[config.mk]
export PLATFORM = sky130hd
export DESIGN_NAME = signal_source_mux_flat
export DESIGN_NICKNAME = d
export VERILOG_FILES = /design/src/rtl/signal_source_mux_if.sv /design/src/rtl/signal_source_mux.sv /design/src/flat_wrapper.sv
export SDC_FILE = /design/constraint.sdc
export NUM_CORES = 1
export LEC_CHECK = 0
export CAP_MARGIN = 25
export CORE_MARGIN = 8
export CORE_UTILIZATION = 44
export DETAILED_ROUTE_END_ITERATION = 8
export PLACE_DENSITY = 0.88
export SYNTH_ARGS = -nofsm -noshare
export SYNTH_HDL_FRONTEND = slang
export SYNTH_SLANG_ARGS = --single-unit
[constraint.sdc]
create_clock -name clk -period 3.79 [get_ports clk]
set_input_delay 0.379 -clock clk [delete_from_list [all_inputs] [get_ports clk]]
set_output_delay 0.379 -clock clk [all_outputs]
set_load 0.005 [all_outputs]
[src/rtl/signal_source_mux_if.sv]
// Sample-path bundle between the generator bank / switches and the codec-side selector.
// The slave modport is the selector; the master modport is whatever drives sources, switches and ready.
interface signal_source_mux_if #(
    parameter int W    = 24,
    parameter int NSRC = 4
);
    localparam int IW = $clog2(NSRC + 1);

    logic [NSRC*W-1:0]   src_data;
    logic [NSRC-1:0]     sw;
    logic                ready;
    logic signed [W-1:0] l_out;
    logic signed [W-1:0] r_out;
    logic [IW-1:0]       active_idx;
    logic                busy;

    modport master (
        output src_data, sw, ready,
        input  l_out, r_out, active_idx, busy
    );

    modport slave (
        input  src_data, sw, ready,
        output l_out, r_out, active_idx, busy
    );
endinterface

[src/rtl/signal_source_mux.sv]
// Debounced one-hot source selector feeding the codec, paced by the codec ready strobe.
// Define SIGNAL_SOURCE_MUX_FADE_EN for the click-free gain ramp; otherwise sources switch immediately at full gain.
module signal_source_mux #(
    parameter int W          = 24,
    parameter int NSRC       = 4,
    parameter int FADE_SHIFT = 4,
    parameter int DEB_CYCLES = 1000000
) (
    input  logic               clk,
    input  logic               reset,
    signal_source_mux_if.slave bus
);
    localparam int IW  = $clog2(NSRC + 1);
    localparam int DCW = (DEB_CYCLES > 1) ? $clog2(DEB_CYCLES) : 1;
    localparam int GW  = FADE_SHIFT + 1;
    localparam int PW  = W + FADE_SHIFT + 1;

    localparam logic [IW-1:0]  MUTE_IDX  = IW'(NSRC);
    localparam logic [DCW-1:0] DEB_LAST  = DCW'(DEB_CYCLES - 1);
    localparam logic [GW-1:0]  FULL_GAIN = {1'b1, {FADE_SHIFT{1'b0}}};

    logic [NSRC-1:0]     sw_meta_p0;
    logic [NSRC-1:0]     sw_sync_p1;
    logic [NSRC-1:0]     sw_stable;
    logic [DCW-1:0]      deb_cnt;
    logic [IW-1:0]       hot_cnt;
    logic [IW-1:0]       hot_idx;
    logic [IW-1:0]       target_idx;
    logic [IW-1:0]       active_idx_q;
    logic [IW-1:0]       out_idx;
    logic signed [W-1:0] sel_sample;
    logic signed [W-1:0] out_sample;
    logic signed [W-1:0] l_out_q;

    // Product is one bit wider than needed for the most negative sample at full gain, so no overflow.
    function automatic logic signed [W-1:0] scale_sample(
        input logic signed [W-1:0] sample,
        input logic [GW-1:0]       gain
    );
        logic signed [PW-1:0] prod;
        prod = PW'(sample) * $signed(PW'(gain));
        prod = prod >>> FADE_SHIFT;
        return prod[W-1:0];
    endfunction

    // ---- stage p0/p1: switch synchroniser, then debounce on the synchronised value
    always_ff @(posedge clk or posedge reset) begin
        if (reset) begin
            sw_meta_p0 <= '0;
            sw_sync_p1 <= '0;
            deb_cnt    <= '0;
            sw_stable  <= '0;
        end else begin
            sw_meta_p0 <= bus.sw;
            sw_sync_p1 <= sw_meta_p0;
            // Comparing the two flops looks one edge ahead, so acceptance lands 2 + DEB_CYCLES clocks after sw moves.
            if (sw_meta_p0 != sw_sync_p1) begin
                deb_cnt <= '0;
            end else if (deb_cnt == DEB_LAST) begin
                sw_stable <= sw_sync_p1;
            end else begin
                deb_cnt <= deb_cnt + DCW'(1);
            end
        end
    end

    always_comb begin
        hot_cnt = '0;
        hot_idx = MUTE_IDX;
        for (int i = 0; i < NSRC; i++) begin
            if (sw_stable[i]) begin
                hot_cnt = hot_cnt + IW'(1);
                hot_idx = IW'(i);
            end
        end
        target_idx = (hot_cnt == IW'(1)) ? hot_idx : MUTE_IDX;
    end

    always_comb begin
        sel_sample = '0;
        for (int i = 0; i < NSRC; i++) begin
            if (out_idx == IW'(i)) begin
                sel_sample = bus.src_data[i*W +: W];
            end
        end
    end

`ifdef SIGNAL_SOURCE_MUX_FADE_EN
    typedef enum logic [1:0] {PLAY, FADE_OUT, SWITCH, FADE_IN} state_t;

    localparam logic [GW-1:0] PRE_FULL = FULL_GAIN - GW'(1);

    state_t          state_q;
    state_t          state_d;
    logic [GW-1:0]   gain_q;
    logic            gain_dn;
    logic            gain_up;
    logic            idx_load;
    logic            busy_d;

    always_ff @(posedge clk or posedge reset) begin
        if (reset) begin
            state_q <= PLAY;
        end else begin
            state_q <= state_d;
        end
    end

    // Target moves during FADE_OUT/SWITCH are simply picked up at SWITCH; only FADE_IN reverses.
    always_comb begin
        state_d = state_q;
        if (bus.ready) begin
            case (state_q)
                PLAY:     if (target_idx != active_idx_q) state_d = FADE_OUT;
                FADE_OUT: if (gain_q == '0) state_d = SWITCH;
                SWITCH:   state_d = FADE_IN;
                FADE_IN: begin
                    if (target_idx != active_idx_q) begin
                        state_d = FADE_OUT;
                    end else if (gain_q == PRE_FULL) begin
                        state_d = PLAY;
                    end
                end
                default:  state_d = PLAY;
            endcase
        end
    end

    always_comb begin
        gain_dn  = 1'b0;
        gain_up  = 1'b0;
        idx_load = 1'b0;
        busy_d   = (state_q != PLAY);
        if (bus.ready) begin
            case (state_q)
                FADE_OUT: gain_dn  = (gain_q != '0);
                SWITCH:   idx_load = 1'b1;
                FADE_IN:  gain_up  = (target_idx == active_idx_q);
                default:  ;
            endcase
        end
    end

    assign out_idx    = active_idx_q;
    assign out_sample = scale_sample(sel_sample, gain_q);
    assign bus.busy   = busy_d;

    // ---- output stage: sample uses pre-edge gain and index
    always_ff @(posedge clk or posedge reset) begin
        if (reset) begin
            gain_q       <= '0;
            active_idx_q <= MUTE_IDX;
            l_out_q      <= '0;
        end else if (bus.ready) begin
            l_out_q <= out_sample;
            if (gain_dn) begin
                gain_q <= gain_q - GW'(1);
            end else if (gain_up) begin
                gain_q <= gain_q + GW'(1);
            end
            if (idx_load) begin
                active_idx_q <= target_idx;
            end
        end
    end

    gain_in_range: assert property (@(posedge clk) disable iff (reset) gain_q <= FULL_GAIN);
`else
    assign out_idx    = target_idx;
    assign out_sample = scale_sample(sel_sample, FULL_GAIN);
    assign bus.busy   = 1'b0;

    // ---- output stage: index and sample follow the target on the same strobe
    always_ff @(posedge clk or posedge reset) begin
        if (reset) begin
            active_idx_q <= MUTE_IDX;
            l_out_q      <= '0;
        end else if (bus.ready) begin
            active_idx_q <= target_idx;
            l_out_q      <= out_sample;
        end
    end
`endif

    idx_in_range: assert property (@(posedge clk) disable iff (reset) active_idx_q <= MUTE_IDX);

    assign bus.l_out      = l_out_q;
    assign bus.r_out      = l_out_q;
    assign bus.active_idx = active_idx_q;
endmodule
[src/flat_wrapper.sv]
// flat-port wrapper written by rule: the top's interface ports become plain ports
module signal_source_mux_flat 
#(
    parameter int W          = 24,
    parameter int NSRC       = 4,
    parameter int FADE_SHIFT = 4,
    parameter int DEB_CYCLES = 1000000
)
  (clk, reset, bus_src_data, bus_sw, bus_ready, bus_l_out, bus_r_out, bus_active_idx, bus_busy);
  signal_source_mux_if #(.W(W), .NSRC(NSRC)) bus_i ();
  input  logic clk;
  input  logic reset;
  input wire logic [$bits(bus_i.src_data)-1:0] bus_src_data;
  input wire logic [$bits(bus_i.sw)-1:0] bus_sw;
  input wire logic [$bits(bus_i.ready)-1:0] bus_ready;
  output wire logic [$bits(bus_i.l_out)-1:0] bus_l_out;
  output wire logic [$bits(bus_i.r_out)-1:0] bus_r_out;
  output wire logic [$bits(bus_i.active_idx)-1:0] bus_active_idx;
  output wire logic [$bits(bus_i.busy)-1:0] bus_busy;
  assign bus_i.src_data = bus_src_data;
  assign bus_i.sw = bus_sw;
  assign bus_i.ready = bus_ready;
  assign bus_l_out = bus_i.l_out;
  assign bus_r_out = bus_i.r_out;
  assign bus_active_idx = bus_i.active_idx;
  assign bus_busy = bus_i.busy;
  signal_source_mux #(.W(W), .NSRC(NSRC), .FADE_SHIFT(FADE_SHIFT), .DEB_CYCLES(DEB_CYCLES)) u_core (.clk(clk), .reset(reset), .bus(bus_i));
endmodule
# Word level (Yosys, flattened, before mapping)
# Cells that the tools add are included.
# word_totals
word_cells	35
inputBits	103
regBits	59
out_inout_bits	52
# op_classes
reduce_logical	2
n_bitwise	1
muxes	15
eq_ne	7
add_sub_neg	4
# op_table
cell	n
$mux 24	4
$mux 20	2
$mux 3	8
$add 20x1->20 const B	1
$eq 20x20->1 const B	1
$add 3x1->3 const B	2
$eq 3x1->1 const B	2
$eq 3x2->1 const B	2
$ne 4x4->1	1
$logic_not 3->1	1
$add 1x1->2 const B	1
$ne 2x1->1 const B	1
$reduce_and 2->1	1
$mux 1	1
$not 1->1	1

# Longest topological paths before layout
# Gate-level depths: netlist of the first run.
# logic_depth
word_depth	14
mapped_depth	11
mapped_depth_nobuf	8

# Worst setup path after synthesis of the first run
# Ideal clock, no wire load.
# synth_timing
path_kind	register -> register
startpoint	reg u_core.sw_stable[1]
endpoint	reg u_core.l_out_q[10] (netlist: u_core.bus.l_out[10])
required_ns	3.704
n_path_buf	4
setup_time_ns	0.086
slack_ns	0.427
synth_period_minus_slack_ns	3.363
stages_incl_launch_ff	12
arrival_ns	3.277
path_cell_list	dfrtp_1 clkbuf_1 clkbuf_1 inv_1 ha_1 xor2_1 ha_1 o311a_1 buf_6 a2111o_1 buf_6 o221ai_2
# synth_between
elab_chain_cells	12
elab_cells_between_ends	18
cone_classes	2 x add/sub; 4 x eq/ne; 11 x mux; 1 x reduce/logical
# synth_rtl
item	line	rtl
from (decl)	signal_source_mux.sv:24	logic [NSRC-1:0] sw_stable;
from (signal assigned)	signal_source_mux.sv:60	sw_stable <= sw_sync_p1;
$mux 3	signal_source_mux.sv:71	if (sw_stable[i]) begin
$add 3x1->3	signal_source_mux.sv:72	hot_cnt = hot_cnt + IW'(1);
$mux 3	signal_source_mux.sv:71	
$add 3x1->3	signal_source_mux.sv:72	
$mux 3	signal_source_mux.sv:71	
$eq 3x1->1	signal_source_mux.sv:76	target_idx = (hot_cnt == IW'(1)) ? hot_idx : MUTE_IDX;
$mux 3 *	signal_source_mux.sv:76	
$logic_not 3->1	signal_source_mux.sv:82	if (out_idx == IW'(i)) begin
$mux 24 (3 in series)	signal_source_mux.sv:82	
$mux 24 *	signal_source_mux.sv:82	
to (signal assigned)	signal_source_mux.sv:180	l_out_q <= out_sample;
to (decl)	signal_source_mux.sv:33	logic signed [W-1:0] l_out_q;
# Mark *: on every way between the ends. The rest lies on a longest branch, timed or not.
# A chain may end at the register's enable or synchronous reset.

# Worst setup path in the final report of the first run
# layout_timing
startpoint	reg u_core.sw_stable[1]
endpoint	reg u_core.l_out_q[16] (netlist: u_core.bus.l_out[16])
# Same word-level chain as after synthesis.

==> implementation parameters, run 1 <==
Parameter                              Value

Run status
  Outcome    finished clean

Layout
  Ratio of cells with drive above 1 in the final layout    9.83%
  Inserted Diodes    0
  Most frequent standard cell in the layout excluding fill and tap cells    sky130_fd_sc_hd__clkdlybuf4s50_1
  Number of nets in the final layout    642
  Footprint of the flip-flops and latches    1480 µm²
  Total area of multi-input combinational cells    1970 µm²
  Area growth from synthesis to layout    40.9%
  FILL cells    697
  Top library cells by usage in the layout, fill and taps aside    sky130_fd_sc_hd__clkdlybuf4s50_1 (153), sky130_fd_sc_hd__dfrtp_1 (58), sky130_fd_sc_hd__nand2_1 (37)

GRT
  GRT Residual Overflow    0
  Number of antenna violations at the first check in global routing    0
  Global router's overall resource usage    20.2%
  Wire length of the first global-routing pass    19300 µm
  Via count of the first global-routing pass    3811
  Largest net degree at the start of global routing    39

Clocking
  Clock latency reported for the late side of the worst-skew pair    330 ps
  Count of cells resized by post-cts repair    0
  Root cell of the clock tree    sky130_fd_sc_hd__clkbuf_8
  Number of buffers created by CTS    9
  Count of H-tree levels built during CTS    3
  Clock tree from TritonCTS    yes
  Number of hold buffers added after CTS    0
  Maximum root-to-sink buffer count    2
  TritonCTS Sinks    59
  Clock input transition at the sequential cells of the worst setup and hold paths    70 ps
  Post-CTS setup-driven buffer insertion count    0

Setup path
  Launching element type of the critical path    register
  Classification of the worst setup path    register to register
  Worst setup path end    u_core.bus.l_out[16]
  Reg-to-Reg Start    u_core.sw_stable[1]
  Cell chain of the critical path    buf_4 > ha_1 > nor2_1 > a21oi_1 > ha_1 > o311a_1 > a2111o_1 > buf_16 > o221ai_2
  CP endpoint kind    register
  Endpoint required time on the critical path    4040 ps
  Arrival time reported for the critical path endpoint    3220 ps
  Source of the critical timing path    u_core.sw_stable[1]
  Largest stage delay on the critical path    570 ps
  Worst r2r path cells    9
  Critical-path top delay cell    sky130_fd_sc_hd__a2111o_1
  Register-to-register path setup slack    810 ps
  Maximum fanout along the worst path    27
  Reg2Reg Capture Point    u_core.bus.l_out[16]
  CP dominant cell by count    sky130_fd_sc_hd__ha_1

Power
  P per Cell Area    239 nW/µm²
  Total Power Consumption    1310 µW
  P_leak    0.00203 µW
  Maximum vdd ir drop    164 µV

Job
  Number of max-capacitance violations reported    0

Place
  Dpl hpwl    9510 µm
  Placer's final routability congestion estimate    0.857
  Count of input and output buffers    153

Logic synthesis
  Average cell area after synthesis    9.35 µm²
  FFs w/ async S/R, synth    100%
  Synth Warn #    0
  Post-synth top area share    37.2%
  Proportion of synthesized chip area in sequential cells    37.8%
  Post-synth net total    526
  Cell type contributing the most total cell area after synthesis    sky130_fd_sc_hd__dfrtp_1
  Most used flip-flop cell after synthesis    sky130_fd_sc_hd__dfrtp_1
  EDFF count, synth    0
  Number of synthesized register bits    59
  Gate Count Post-Synth    418
  Total standard cell area after synthesis    3910 µm²
  Synth cell types    47
  Dominant cells by area after synthesis    sky130_fd_sc_hd__dfrtp_1 (37%), sky130_fd_sc_hd__o221ai_2 (7.7%), sky130_fd_sc_hd__mux2i_1 (6.4%)

STA
  Final-report max-slew violation count    0
  RSZ-0062 raised after global routing    false
  Final min period    2980 ps
  Final setup violating endpoints    0
  Timing-limited maximum frequency    336 MHz
  Final period utilization    78.6%
  Total Neg Setup Slack    0 ps
  Transition time of the tightest slew-check pin    913 ps
  Worst max-slew margin expressed relative to the limit    39.1%
  Final count of hold timing violations    0
  Max Clock Skew    9.36 ps

Worst hold path
  Type of the worst min-delay path    register to register
  Launch instance of the worst min-delay path    u_core.sw_meta_p0[0]

Detailed routing
  Per-cell via count in the routed design    5.93
  DRT iter0 DRCs    331
  Count of nets left with antenna violations after detail routing    0
  Drt total wl    12700 µm
  WL per Instance    19.7 µm
  Total via count in the routed design    3837
  Number of iterations in the first detailed-routing pass    4
  Drc violations    0

Die
  Site row count    34
  Initial Utilization    45.0%
  Count of pins on the block boundary    155
  Placeable Area    8680 µm²
  Vert. Die Dim    110 µm
  Total die area    12100 µm²
  Die X    110 µm
per-stage QoR:
step	std cells	util [%]	cell area (µm²)	setup WS, ps	hold slack, ps
final	647	63.4	5510	812	401
after global routing	647	63.4	5510	649	410
after CTS	647	63.4	5510	804	401
after detailed placement	631	61.4	5330	816	387
after global placement	630	61.1	5310	676	384
after floorplan	418	-	3910	427	373
kinds of logic (layout without fill, tap and decap cells):
kind of cell	after synthesis	in the layout	synth area share [%]
simple gates	112	112	15.2
compound gates	110	110	23.1
buf+inv	91	212	12.1
flops	59	59	37.8
mux	29	29	7.56
xor+xnor	11	11	2.47
fa+ha+maj	5	5	1.60
other cells	1	1	0.0960
registers in the layout, summed over array words and instances (netlist names):
name	flops
u_core.deb_cnt	20
u_core.sw_sync_p1	4
u_core.bus.active_idx	3
u_core.sw_stable	4
u_core.bus.l_out	24
u_core.sw_meta_p0	4
worst max-delay path: cells and delay by family (launching register included):
family                   cells  cell delay [ps]
flip-flops                   1              340
adder cells (fa/ha/maj)      2              570
buffers and inverters        2              680
AND/OR/NAND/NOR              1               60
AO/OA/AOI/OAI                4             1250
routing by layer:
metal	wire length, µm	part of all wire [%]	GRT usage [%]
met1	4870	38	24.1
met2	6080	48	34.0
met3	1550	12	5.64
met4	244	1.9	7.71
met5	0	0	0
Yosys cell counts, types with 2 or more instances:
| cell type | count |
|---|---|
| sky130_fd_sc_hd__mux2_1 | 4 |
| sky130_fd_sc_hd__xnor2_1 | 9 |
| sky130_fd_sc_hd__inv_1 | 31 |
| sky130_fd_sc_hd__or3_1 | 7 |
| sky130_fd_sc_hd__o21ai_1 | 8 |
| sky130_fd_sc_hd__a211oi_1 | 2 |
| sky130_fd_sc_hd__buf_6 | 5 |
| sky130_fd_sc_hd__o21ai_0 | 26 |
| sky130_fd_sc_hd__clkbuf_1 | 28 |
| sky130_fd_sc_hd__xor2_1 | 2 |
| sky130_fd_sc_hd__and3_1 | 2 |
| sky130_fd_sc_hd__o221ai_1 | 4 |
| sky130_fd_sc_hd__a21oi_1 | 14 |
| sky130_fd_sc_hd__nand4_1 | 3 |
| sky130_fd_sc_hd__ha_1 | 5 |
| sky130_fd_sc_hd__nand3b_1 | 3 |
| sky130_fd_sc_hd__a221oi_1 | 24 |
| sky130_fd_sc_hd__nand3_1 | 7 |
| sky130_fd_sc_hd__dfrtp_1 | 58 |
| sky130_fd_sc_hd__and4_1 | 2 |
| sky130_fd_sc_hd__o31ai_1 | 3 |
| sky130_fd_sc_hd__a2111o_1 | 2 |
| sky130_fd_sc_hd__nor3_1 | 29 |
| sky130_fd_sc_hd__o221ai_2 | 20 |
| sky130_fd_sc_hd__or4_1 | 7 |
| sky130_fd_sc_hd__a21boi_1 | 2 |
| sky130_fd_sc_hd__mux2i_1 | 25 |
| sky130_fd_sc_hd__nor2_1 | 6 |
| sky130_fd_sc_hd__nand2_1 | 37 |
| sky130_fd_sc_hd__buf_4 | 25 |
| sky130_fd_sc_hd__inv_2 | 2 |
cell type report:
class | count | area share, %
clock inverter | 2 | 0.182
clock buffer | 14 | 2.95
multi-input combinational | 268 | 35.8
tap | 108 | 2.45
timing repair buffer | 163 | 29.5
inverter | 33 | 2.25
sequential | 59 | 26.8
report_power, final:
group          leakage (µW)  switching [µW]  total (µW)  internal, µW
combinational       0.00113            58.4         164           105
sequential         0.000802            4.03         639           635
clock             0.0000905             239         511           272
worst min-delay path by stage:
stage,slack (ps),cells past startpoint,endpoint
6_report,400,0,u_core.sw_sync_p1[0]
5_1_grt,410,0,u_core.sw_sync_p1[2]
4_1_cts,400,0,u_core.sw_sync_p1[2]
3_5_place_dp,390,0,u_core.sw_sync_p1[2]
3_3_place_gp,380,0,u_core.sw_sync_p1[1]
2_1_floorplan,370,0,u_core.sw_sync_p1[0]
(Power assumes the default switching activity.)
==> run 2: changes to the inputs <==
==> constraint.sdc (replaced) <==
create_clock -name clk -period 3.1 [get_ports clk]
set_input_delay 0.31 -clock clk [delete_from_list [all_inputs] [get_ports clk]]
set_output_delay 0.31 -clock clk [all_outputs]
set_load 0.005 [all_outputs]
==> run 2 against run 1 <==
Compared with the run above: die area unchanged; total power grew 24%; register-to-register slack lost 540 ps; maximum frequency grew 5.3%; sequential share of layout area decreased by 0.079 points; critical path depth fell by 1; clock power is 25% higher; global-route usage increased by 1.4 points; first-iteration DRC count is 34% lower; count of clock-buffer cells in the layout decreased by 1; critical endpoint is now u_core.bus.l_out[0].
==> implementation parameters, run 2 (same netlist as run 1, synthesis figures left out) <==
Parameter                              Value

STA
  Transition time of the tightest slew-check pin    724 ps
  RSZ-0062 raised after global routing    false
  Total Neg Setup Slack    0 ps
  Final period utilization    91.2%
  Final-report max-slew violation count    0
  Final Hold Slack    394 ps
  Timing-limited maximum frequency    354 MHz
  Final count of hold timing violations    0
  Final setup violating endpoints    0
  Max Clock Skew    7.98 ps
  Worst max-slew margin expressed relative to the limit    51.6%
  Final min period    2830 ps

Clocking
  TritonCTS Sinks    59
  Post-CTS setup-driven buffer insertion count    0
  Count of cells resized by post-cts repair    0
  Clock input transition at the sequential cells of the worst setup and hold paths    60 ps
  Number of buffers created by CTS    9
  Maximum root-to-sink buffer count    2
  Root cell of the clock tree    sky130_fd_sc_hd__clkbuf_8
  Clock tree from TritonCTS    yes
  Number of hold buffers added after CTS    0
  Clock latency reported for the late side of the worst-skew pair    340 ps
  Count of H-tree levels built during CTS    3

Detailed routing
  WL per Instance    20.4 µm
  Total via count in the routed design    3927
  Drc violations    0
  DRT iter0 DRCs    220
  Per-cell via count in the routed design    6.05
  Count of nets left with antenna violations after detail routing    0
  Number of iterations in the first detailed-routing pass    5
  Drt total wl    13200 µm

Power
  Sequential Power Share    48.1%
  Logic pwr share    12.3%
  Total Power Consumption    1620 µW
  Internal Dissipation    1250 µW
  Fraction of power spent switching nets    22.7%
  P_sw    368 µW
  Clk pwr share    39.5%
  Maximum vdd ir drop    258 µV
  P per Cell Area    294 nW/µm²
  P_leak    0.00204 µW

Setup path
  Launching element type of the critical path    register
  Cell chain of the critical path    inv_1 > ha_1 > xor2_1 > ha_1 > o311a_1 > a2111o_1 > buf_4 > o221ai_1
  Largest stage delay on the critical path    450 ps
  Classification of the worst setup path    register to register
  CP endpoint kind    register
  Maximum fanout along the worst path    20
  Family with the most delay on the worst path    compound AO/OA/AOI/OAI gates
  Arrival time reported for the critical path endpoint    3060 ps
  CP dominant cell by count    sky130_fd_sc_hd__ha_1
  Critical-path top delay cell    sky130_fd_sc_hd__a2111o_1
  Endpoint required time on the critical path    3340 ps
  Count of buffering cells on the critical path with inverters included    2

Place
  Placer's final routability congestion estimate    0.884
  Count of input and output buffers    153
  Dpl hpwl    9890 µm

Layout
  Footprint of the flip-flops and latches    1480 µm²
  Most frequent standard cell in the layout excluding fill and tap cells    sky130_fd_sc_hd__clkdlybuf4s50_1
  Flip-flop count of the largest register, all copies and words added    24
  Ratio of cells with drive above 1 in the final layout    10.5%
  Number of nets in the final layout    645
  Top library cells by usage in the layout, fill and taps aside    sky130_fd_sc_hd__clkdlybuf4s50_1 (153), sky130_fd_sc_hd__dfrtp_1 (58), sky130_fd_sc_hd__nand2_1 (37)
  Total area of multi-input combinational cells    1970 µm²
  Inserted Diodes    0
  Area growth from synthesis to layout    41.4%
  FILL cells    716

GRT
  GRT Residual Overflow    0
  Wire length of the first global-routing pass    20700 µm
  Largest net degree at the start of global routing    37
  Global router's overall resource usage    21.6%
  Via count of the first global-routing pass    4047
  Number of antenna violations at the first check in global routing    0

Die
  Count of pins on the block boundary    155
  Placeable Area    8680 µm²
  Initial Utilization    45.0%
  Site row count    34
  Total die area    12100 µm²
  Die X    110 µm
  Vert. Die Dim    110 µm

Job
  Number of max-capacitance violations reported    0

Run status
  Outcome    finished clean

Worst hold path
  Type of the worst min-delay path    register to register
[run 2: cell count changes in the layout (fill, tap and decap cells not counted)]
cell | previous run | this run
sky130_fd_sc_hd__buf_4 | 9 | 12
sky130_fd_sc_hd__clkbuf_8 | 11 | 12
sky130_fd_sc_hd__buf_16 | 1 | 0
sky130_fd_sc_hd__clkbuf_1 | 3 | 1
sky130_fd_sc_hd__buf_8 | 0 | 1
[run 2: final timing paths]
path,startpoint,end,cells after the start,slack (ps)
setup / recovery,u_core.sw_stable[0],u_core.bus.l_out[0],8,270
hold / removal,u_core.sw_meta_p0[2],u_core.sw_sync_p1[2],0,390
setup reg to reg,u_core.sw_stable[0],u_core.bus.l_out[0],8,270
hold reg to reg,u_core.sw_meta_p0[2],u_core.sw_sync_p1[2],0,390
max in group asynchronous,reset,u_core.bus.l_out[2],3,1990
min in group asynchronous,reset,u_core.sw_meta_p0[0],2,430
[run 2: power groups by stage]
stage	clock network (µW)	logic, µW	registers (µW)
global route	685	214	781
floorplan	0	49.5	794
detailed placement	0	199	795
CTS	647	201	781
finish	641	200	781
global placement	0	197	795
[run 2: through the flow]
stage	setup slack (ps)	util, %	instance area (µm²)	std cells
2_1_floorplan	71.8	-	3910	418
5_1_grt	106	63.6	5520	649
4_1_cts	264	63.5	5510	648
3_3_place_gp	472	61.4	5330	633
6_report	272	63.6	5520	649
3_5_place_dp	277	61.4	5330	633
[run 2: metal layers]
metal	wire [µm]	track usage [%]	part of all wire [%]	vias to the layer above
li1	-	-	-	1750
met1	4730	24.5	36	1883
met2	6670	38.0	50	264
met3	1510	5.35	11	30
met4	306	9.04	2.3	0
met5	0	0	0	-
[run 2: worst reg2reg max path: stages, from the launching register on]
cell,delay [ps]
sky130_fd_sc_hd__dfrtp_1,380
sky130_fd_sc_hd__inv_1,70
sky130_fd_sc_hd__ha_1,410
sky130_fd_sc_hd__xor2_1,250
sky130_fd_sc_hd__ha_1,280
sky130_fd_sc_hd__o311a_1,370
sky130_fd_sc_hd__a2111o_1,450
sky130_fd_sc_hd__buf_4,290
sky130_fd_sc_hd__o221ai_1,250
[run 2: final cells by class]
cell class              instances  share of cell area, %
well taps                     108                   2.45
multi-input cells             268                   35.7
inverters                      33                   2.24
clock inverters                 2                  0.181
repair buffers                166                   29.6
flip-flops and latches         59                   26.8
clock buffers                  13                   3.06
==> run 3: changes to the inputs <==
--- a/config.mk
+++ b/config.mk
@@ -7,9 +7,9 @@
 export LEC_CHECK = 0
 export CAP_MARGIN = 25
 export CORE_MARGIN = 8
-export CORE_UTILIZATION = 44
+export CORE_UTILIZATION = 40
 export DETAILED_ROUTE_END_ITERATION = 8
-export PLACE_DENSITY = 0.88
+export PLACE_DENSITY = 0.82
 export SYNTH_ARGS = -nofsm -noshare
 export SYNTH_HDL_FRONTEND = slang
 export SYNTH_SLANG_ARGS = --single-unit
==> run 3 against run 2 <==
Compared with the run above: global-route usage decreased by 1.6 points; first-iteration DRC count grew 31%; largest cell class unchanged; register-to-register slack better by 120 ps; worst setup slack better by 120 ps; largest power group unchanged; via count fell by 1.1%; non-clock buffer count is the same; critical path type unchanged; cell count rose by 4.0%; hold slack worse by 33 ps; maximum frequency up 4.3%.
==> implementation parameters, run 3 (same netlist as run 1, synthesis figures left out) <==
Parameter                              Value

STA
  Total Neg Setup Slack    0 ps
  Final setup violating endpoints    0
  Max Clock Skew    10.6 ps
  Final count of hold timing violations    0
  Final-report max-slew violation count    0
  Final min period    2710 ps
  Final period utilization    87.5%
  Timing-limited maximum frequency    369 MHz
  Worst max-slew margin expressed relative to the limit    34.4%
  Transition time of the tightest slew-check pin    984 ps
  Final Hold Slack    361 ps
  RSZ-0062 raised after global routing    false

Setup path
  Classification of the worst setup path    register to register
  Largest stage delay on the critical path    670 ps
  Maximum fanout along the worst path    25
  CP endpoint kind    register
  Launching element type of the critical path    register
  Critical-path top delay cell    sky130_fd_sc_hd__or4b_4
  Family with the most delay on the worst path    compound AO/OA/AOI/OAI gates
  Count of buffering cells on the critical path with inverters included    2
  Endpoint required time on the critical path    3360 ps
  Cell chain of the critical path    inv_1 > ha_1 > or4b_4 > o311a_1 > a2111o_1 > buf_4 > o221ai_1
  Arrival time reported for the critical path endpoint    2970 ps

Clocking
  TritonCTS Sinks    59
  Clock input transition at the sequential cells of the worst setup and hold paths    80 ps
  Root cell of the clock tree    sky130_fd_sc_hd__clkbuf_8
  Post-CTS setup-driven buffer insertion count    0
  Clock tree from TritonCTS    yes
  Clock latency reported for the late side of the worst-skew pair    350 ps
  Number of hold buffers added after CTS    0
  Count of cells resized by post-cts repair    0
  Maximum root-to-sink buffer count    2
  Number of buffers created by CTS    9
  Count of H-tree levels built during CTS    3

Run status
  Outcome    finished clean

Layout
  Post-route cell area    5550 µm²
  Ratio of cells with drive above 1 in the final layout    10.9%
  Most frequent standard cell in the layout excluding fill and tap cells    sky130_fd_sc_hd__clkdlybuf4s50_1
  Flip-flop count of the largest register, all copies and words added    24
  Area growth from synthesis to layout    42.1%
  Number of nets in the final layout    645
  Inserted Diodes    0
  Top library cells by usage in the layout, fill and taps aside    sky130_fd_sc_hd__clkdlybuf4s50_1 (153), sky130_fd_sc_hd__dfrtp_1 (58), sky130_fd_sc_hd__nand2_1 (37)

Die
  Vert. Die Dim    115 µm
  Total die area    13200 µm²
  Placeable Area    9640 µm²
  Initial Utilization    40.5%
  Count of pins on the block boundary    155
  Site row count    36
  Die X    115 µm

Place
  Dpl hpwl    10100 µm
  Placer's final routability congestion estimate    0.890
  Cell Area, Placed    5370 µm²
  Count of input and output buffers    153

Detailed routing
  Drc violations    0
  Drt total wl    13400 µm
  Per-cell via count in the routed design    5.75
  Number of iterations in the first detailed-routing pass    4
  DRT iter0 DRCs    288
  Count of nets left with antenna violations after detail routing    0
  WL per Instance    19.8 µm
  Total via count in the routed design    3883

Job
  Number of max-capacitance violations reported    0

GRT
  Global router's overall resource usage    20.0%
  Via count of the first global-routing pass    3880
  Wire length of the first global-routing pass    20600 µm
  Largest net degree at the start of global routing    30
  GRT Residual Overflow    0
  Number of antenna violations at the first check in global routing    0

Power
  Maximum vdd ir drop    233 µV
  P per Cell Area    300 nW/µm²
  P_leak    0.00203 µW

Worst hold path
  Type of the worst min-delay path    input pin to asynchronous set/reset pin
[run 3: worst register-to-register path, cell delays in order, from the launching register on]
cell and delay, ps:
sky130_fd_sc_hd__dfrtp_1 380, sky130_fd_sc_hd__inv_1 70, sky130_fd_sc_hd__ha_1 420, sky130_fd_sc_hd__or4b_4 670, sky130_fd_sc_hd__o311a_1 260, sky130_fd_sc_hd__a2111o_1 390, sky130_fd_sc_hd__buf_4 230, sky130_fd_sc_hd__o221ai_1 220
[run 3: final cells by class]
cell class	instances	area, µm²
clock buffers	9	124
inverters	33	124
flip-flops and latches	59	1480
clock inverters	7	61.3
multi-input cells	268	1970
well taps	133	166
repair buffers	166	1630
fillers	832	4090
[run 3: metrics by stage]
step / instances / power (µW) / setup WS [ps] / utilization [%]
global route: 675 / 1730 / 188 / 57.6
finish: 675 / 1670 / 388 / 57.6
floorplan: 418 / 843 / 71.8 / -
detailed placement: 659 / 999 / 459 / 55.7
global placement: 659 / 997 / 549 / 55.7
CTS: 675 / 1680 / 399 / 57.6
[run 3: routing by layer]
layer / track usage [%] / routed length (µm)
met1: 24.2 / 5360
met2: 33.6 / 6440
met3: 6.78 / 1390
met4: 4.90 / 199
met5: 0 / 0
[run 3: power breakdown]
group	total [µW]	leakage (µW)	internal [µW]	switching [µW]
clock network	682	0.0000884	304	378
registers	780	0.000802	775	5.02
logic	204	0.00114	130	74.5
total	1670	0.00203	1210	458
[run 3: worst paths after layout]
kind	from	to	slack, ps	cells after the start
worst max-delay path	u_core.sw_stable[0]	u_core.bus.l_out[23]	390	7
min in group clk	bus_sw[3]	u_core.sw_meta_p0[3]	400	1
worst min register to register	u_core.sw_meta_p0[2]	u_core.sw_sync_p1[2]	400	0
worst min-delay path	reset	u_core.deb_cnt[6]	360	2
worst max register to register	u_core.sw_stable[0]	u_core.bus.l_out[23]	390	7
max in group asynchronous	reset	u_core.bus.l_out[6]	2020	3
==> patch 1, RTL diff (config.mk and constraints of run 1) <==
`W` is set to 24 in 3 places; all go to 20.
--- a/src/rtl/signal_source_mux_if.sv
+++ b/src/rtl/signal_source_mux_if.sv
@@ -2,5 +2,5 @@
 // The slave modport is the selector; the master modport is whatever drives sources, switches and ready.
 interface signal_source_mux_if #(
-    parameter int W    = 24,
+    parameter int W    = 20,
     parameter int NSRC = 4
 );
--- a/src/rtl/signal_source_mux.sv
+++ b/src/rtl/signal_source_mux.sv
@@ -2,5 +2,5 @@
 // Define SIGNAL_SOURCE_MUX_FADE_EN for the click-free gain ramp; otherwise sources switch immediately at full gain.
 module signal_source_mux #(
-    parameter int W          = 24,
+    parameter int W          = 20,
     parameter int NSRC       = 4,
     parameter int FADE_SHIFT = 4,
--- a/src/flat_wrapper.sv
+++ b/src/flat_wrapper.sv
@@ -2,5 +2,5 @@
 module signal_source_mux_flat 
 #(
-    parameter int W          = 24,
+    parameter int W          = 20,
     parameter int NSRC       = 4,
     parameter int FADE_SHIFT = 4,
Ports: changed (resized bus_l_out, bus_r_out and bus_src_data); port bits go from 155 to 131. The function was not compared with the original's and may differ.
==> patch 1 against run 1 <==
  * Sequential cell count down 4
  * Count of clock-buffer cells in the layout down 8
  * Highest routed layer unchanged
  * Routed wire length down 26%
  * Area after synthesis down 14%
  * Die area down 12%
  * Worst setup slack worse by 15 ps
  * Power down 5.9%
  * Cell area down 14%
  * Critical endpoint is now u_core.bus.l_out[13]
  * Critical path type unchanged
==> patch 1: results (changes against run 1) <==
Status:
- Run status: completed (unchanged).

Logic synthesis:
- The number of nets produced by synthesis came to 439 (was 526).
- Most common library cells after synthesis: sky130_fd_sc_hd__dfrtp_1 (54), sky130_fd_sc_hd__nor2_1 (47), sky130_fd_sc_hd__o21ai_0 (46) (was sky130_fd_sc_hd__dfrtp_1 (58), sky130_fd_sc_hd__nand2_1 (37), sky130_fd_sc_hd__inv_1 (31)).
- Leading post-synthesis cells by cell area: sky130_fd_sc_hd__dfrtp_1 (40%), sky130_fd_sc_hd__a2111oi_2 (8.1%), sky130_fd_sc_hd__o21ai_0 (6.9%) (was sky130_fd_sc_hd__dfrtp_1 (37%), sky130_fd_sc_hd__o221ai_2 (7.7%), sky130_fd_sc_hd__mux2i_1 (6.4%)).
- The share of the yosys chip area belonging to registers is 41.1% (was 37.8%).

Global route:
- The number of global-route vias before repair is 3002 (was 3811).
- The pin count of the biggest net entering global routing is 43 (was 39).
- The total global-route track usage came to 17.4% (was 20.2%).
- The global routing usage on met2 is 33.5% (was 34.0%).
- The met1 track utilization from global routing is 18.3% (was 24.1%).

Clock network:
- The total clock buffers created by CTS is 5 (was 9).
- The source-to-sink clock delay at the later pin of the worst-skew pair is 310 ps (was 330 ps).

Setup path:
- The arrival time reported for the critical path endpoint is 3180 ps (was 3220 ps).
- The biggest fanout along the worst timing path is 21 (was 27).
- The largest stage delay on the critical path is 540 ps (was 570 ps).

Finish:
- The number of non-clock buffers is 135 (was 163).
- The number of filler instances in the final layout is 608 (was 697).
- The number of logic inverters in the finished layout is 27 (was 33).
- The post-layout net count is 541 (was 642).
- The area taken by multi-input logic gates was 0.00163 mm2 (was 0.00197 mm2).

Power and ir drop:
- The worst IR drop on VDD is 0.000223 V (was 0.000164 V).
- The internal cell power was 0.000957 W (was 0.00101 W).
- The static leakage power is 1.88 nW (was 2.03 nW).

Hold path:
- The type of the most critical hold path is in -> async (was reg -> reg).

Timing:
- The worst clock skew on the final layout is 13.0 ps (was 9.36 ps).
patch 1: changes by cell type after synthesis, sizes merged, moves of 7 or more:
cell            run 1  this run
a2111oi             0        20
a21oi              14         1
a221oi             24         1
clkbuf             28        12
nand2              37         8
nand3               7        14
nor2                6        47
nor3               30         5
o21ai              34        46
o221ai             24         0
xor2                2        12
patch 1: through the flow:
| stage | instance area (um2) | cells | hold WS, ps | worst slack (ps) |
|---|---|---|---|---|
| 2_1_floorplan | 3360 | 347 | 373 | 882 |
| 3_3_place_gp | 4570 | 543 | 388 | 947 |
| 3_5_place_dp | 4590 | 544 | 388 | 744 |
| 4_1_cts | 4710 | 552 | 339 | 732 |
| 5_1_grt | 4710 | 552 | 347 | 531 |
| 6_report | 4710 | 552 | 337 | 797 |
patch 1: cell families (layout without fill, tap and decap cells):
kind of cell               after synthesis  in the layout  synth area share (%)
adders and majority gates                5              5                  1.86
DFF                                     55             55                  41.1
muxes                                   24             24                  7.27
other                                    1              1                 0.112
AOI/OAI and AO/OA                       74             74                  18.5
buffers and inverters                   67            170                  10.9
xor gates and xnor gates                24             24                  6.26
and+or+nand+nor                         97             97                  14.1
patch 1: power groups by stage:
stage	registers (W)	clock network (W)	logic (W)
final	0.000614	0.000409	0.000213
after global routing	0.000616	0.000443	0.000228
after CTS	0.000614	0.000422	0.000216
after detailed placement	0.000625	0	0.000215
after global placement	0.000624	0	0.000207
after floorplan	0.000623	0	0.0000802
patch 1: routing by layer:
layer | share of wire [%] | vias to the layer above | wire length, um
met3 | 6.9 | 14 | 652
met4 | 1.8 | 0 | 170
met5 | 0 | - | 0
met2 | 54 | 84 | 5060
met1 | 38 | 1411 | 3540
li1 | - | 1385 | -
==> patch 2, RTL diff (settings of run 1) <==
Made on the original files. Add a define of `SIGNAL_SOURCE_MUX_FADE_EN`.
--- a/src/rtl/signal_source_mux.sv
+++ b/src/rtl/signal_source_mux.sv
@@ -1,4 +1,6 @@
 // Debounced one-hot source selector feeding the codec, paced by the codec ready strobe.
 // Define SIGNAL_SOURCE_MUX_FADE_EN for the click-free gain ramp; otherwise sources switch immediately at full gain.
+`define SIGNAL_SOURCE_MUX_FADE_EN
+
 module signal_source_mux #(
     parameter int W          = 24,
Function: no difference found for any inputs over 10 cycles, from zero or initial values and one cycle with reset high; that may be too few to reach the edited logic, so the function may still have changed.
==> patch 2 against run 1 <==
  * Routed wire length is 87% higher
  * Sequential power increased by 38%
  * Combinational power grew to 7.7 times the old value
  * Area after synthesis grew 110%
  * The flow now finishes with violations (negative setup slack)
  * Sequential cell count increased by 7
  * Cell area grew 110%
  * Global-route usage rose by 0.17 points
  * Power is 130% higher
  * Largest cell class unchanged
  * Worst setup slack worse by 2000 ps
==> patch 2: results (changes against run 1) <==
Placed design:
- The cell area reported after detailed placement is 0.0110 mm2 (was 0.00533 mm2).
- The placement-stage worst setup slack came to -1370 ps (was 816 ps).
- The post-placement cell count was 1332 (was 631).
- The routability congestion estimate from global placement is 0.847 (was 0.857).
- The HPWL reported at the end of detailed placement is 18800 um (was 9510 um).

Setup path:
- The largest stage delay on the critical path is 540 ps (was 570 ps).
- The origin of the critical flop-to-flop path is u_core.bus.active_idx[0] (was u_core.sw_stable[1]).
- The cell family with the largest share of critical-path delay is adder cells (was compound AO/OA/AOI/OAI gates).

Status:
- Run status: complete, but fails checks (was completed).
- The final reports fail on negative setup slack.

Global route:
- The wire length of the first global-routing pass was 39400 um (was 19300 um).
- The total global-route track usage was 20.4% (was 20.2%).
- The pin count of the biggest net entering global routing was 43 (was 39).
- The number of global-route vias before repair came to 8044 (was 3811).

Clock network:
- The quantity of gates resized following cts is 14 (was 0).
- The clock root buffer is sky130_fd_sc_hd__clkbuf_16 (was sky130_fd_sc_hd__clkbuf_8).
- The post-CTS setup buffer count is 4 (was 0).

Power and ir drop:
- The static leakage power is 5.30 nW (was 2.03 nW).
- The power share of the clock group is 29.1% (was 38.9%).
- The worst IR drop on VDD is 0.000304 V (was 0.000164 V).
- The switching share of total power was 35.4% (was 22.9%).
- The power of the combinational group is 0.00126 W (was 0.000164 W).

Drt:
- The number of iterations in the first detailed-routing pass is 5 (was 4).
- The total met3 wirelength after detailed routing is 1330 um (was 1550 um).
- The sum of routed wire length over all layers is 23900 um (was 12700 um).
- The mean routed wirelength per cell is 17.6 um (was 19.7 um).
- The total routed wire length on the met1 layer was 9400 um (was 4870 um).

Logic synthesis:
- Leading post-synthesis cells by cell area: sky130_fd_sc_hd__dfrtp_1 (20%), sky130_fd_sc_hd__fa_1 (17%), sky130_fd_sc_hd__ha_1 (9.3%) (was sky130_fd_sc_hd__dfrtp_1 (37%), sky130_fd_sc_hd__o221ai_2 (7.7%), sky130_fd_sc_hd__mux2i_1 (6.4%)).
- The mux cell area share after synthesis is 8.63% (was 7.56%).
- Most common library cells after synthesis: sky130_fd_sc_hd__inv_1 (137), sky130_fd_sc_hd__and2_1 (117), sky130_fd_sc_hd__fa_1 (71) (was sky130_fd_sc_hd__dfrtp_1 (58), sky130_fd_sc_hd__nand2_1 (37), sky130_fd_sc_hd__inv_1 (31)).
- The number of cells produced by synthesis is 901 (was 418).
- The arithmetic-cell share of the synthesized area counting full adders, half adders and majority gates was 26.4% (was 1.60%).

Finish:
- The post-layout net count came to 1355 (was 642).
- The fraction of layout cells with a size suffix above 1 was 23.5% (was 9.83%).

Timing:
- The worst hold slack after final layout was 232 ps (was 401 ps).
- The worst setup margin is -1150 ps (was 812 ps).
- The number of setup violations in the final report is 24 (was 0).
## patch 2: changes by cell type in the layout (fill, tap and decap cells not counted), moves of 19 or more
| cell | change |
|---|---|
| sky130_fd_sc_hd__inv_1 | +102 |
| sky130_fd_sc_hd__and2_1 | +99 |
| sky130_fd_sc_hd__buf_4 | +91 |
| sky130_fd_sc_hd__fa_1 | +70 |
| sky130_fd_sc_hd__ha_1 | +44 |
| sky130_fd_sc_hd__nor2_1 | +30 |
| sky130_fd_sc_hd__a221oi_1 | -24 |
| sky130_fd_sc_hd__mux4_2 | +22 |
| sky130_fd_sc_hd__mux2i_1 | -21 |
| sky130_fd_sc_hd__o221ai_2 | -19 |
## patch 2: layout make-up
class                   instances  area (um2)  area share (%)
inverters                     137         514            4.42
repair buffers                263        2450            21.1
flip-flops and latches         66        1650            14.2
multi-input cells             642        6410            55.1
clock buffers                   9         225            1.94
clock inverters                 7        82.6           0.710
diodes                          1        2.50          0.0215
well taps                     234         293            2.52
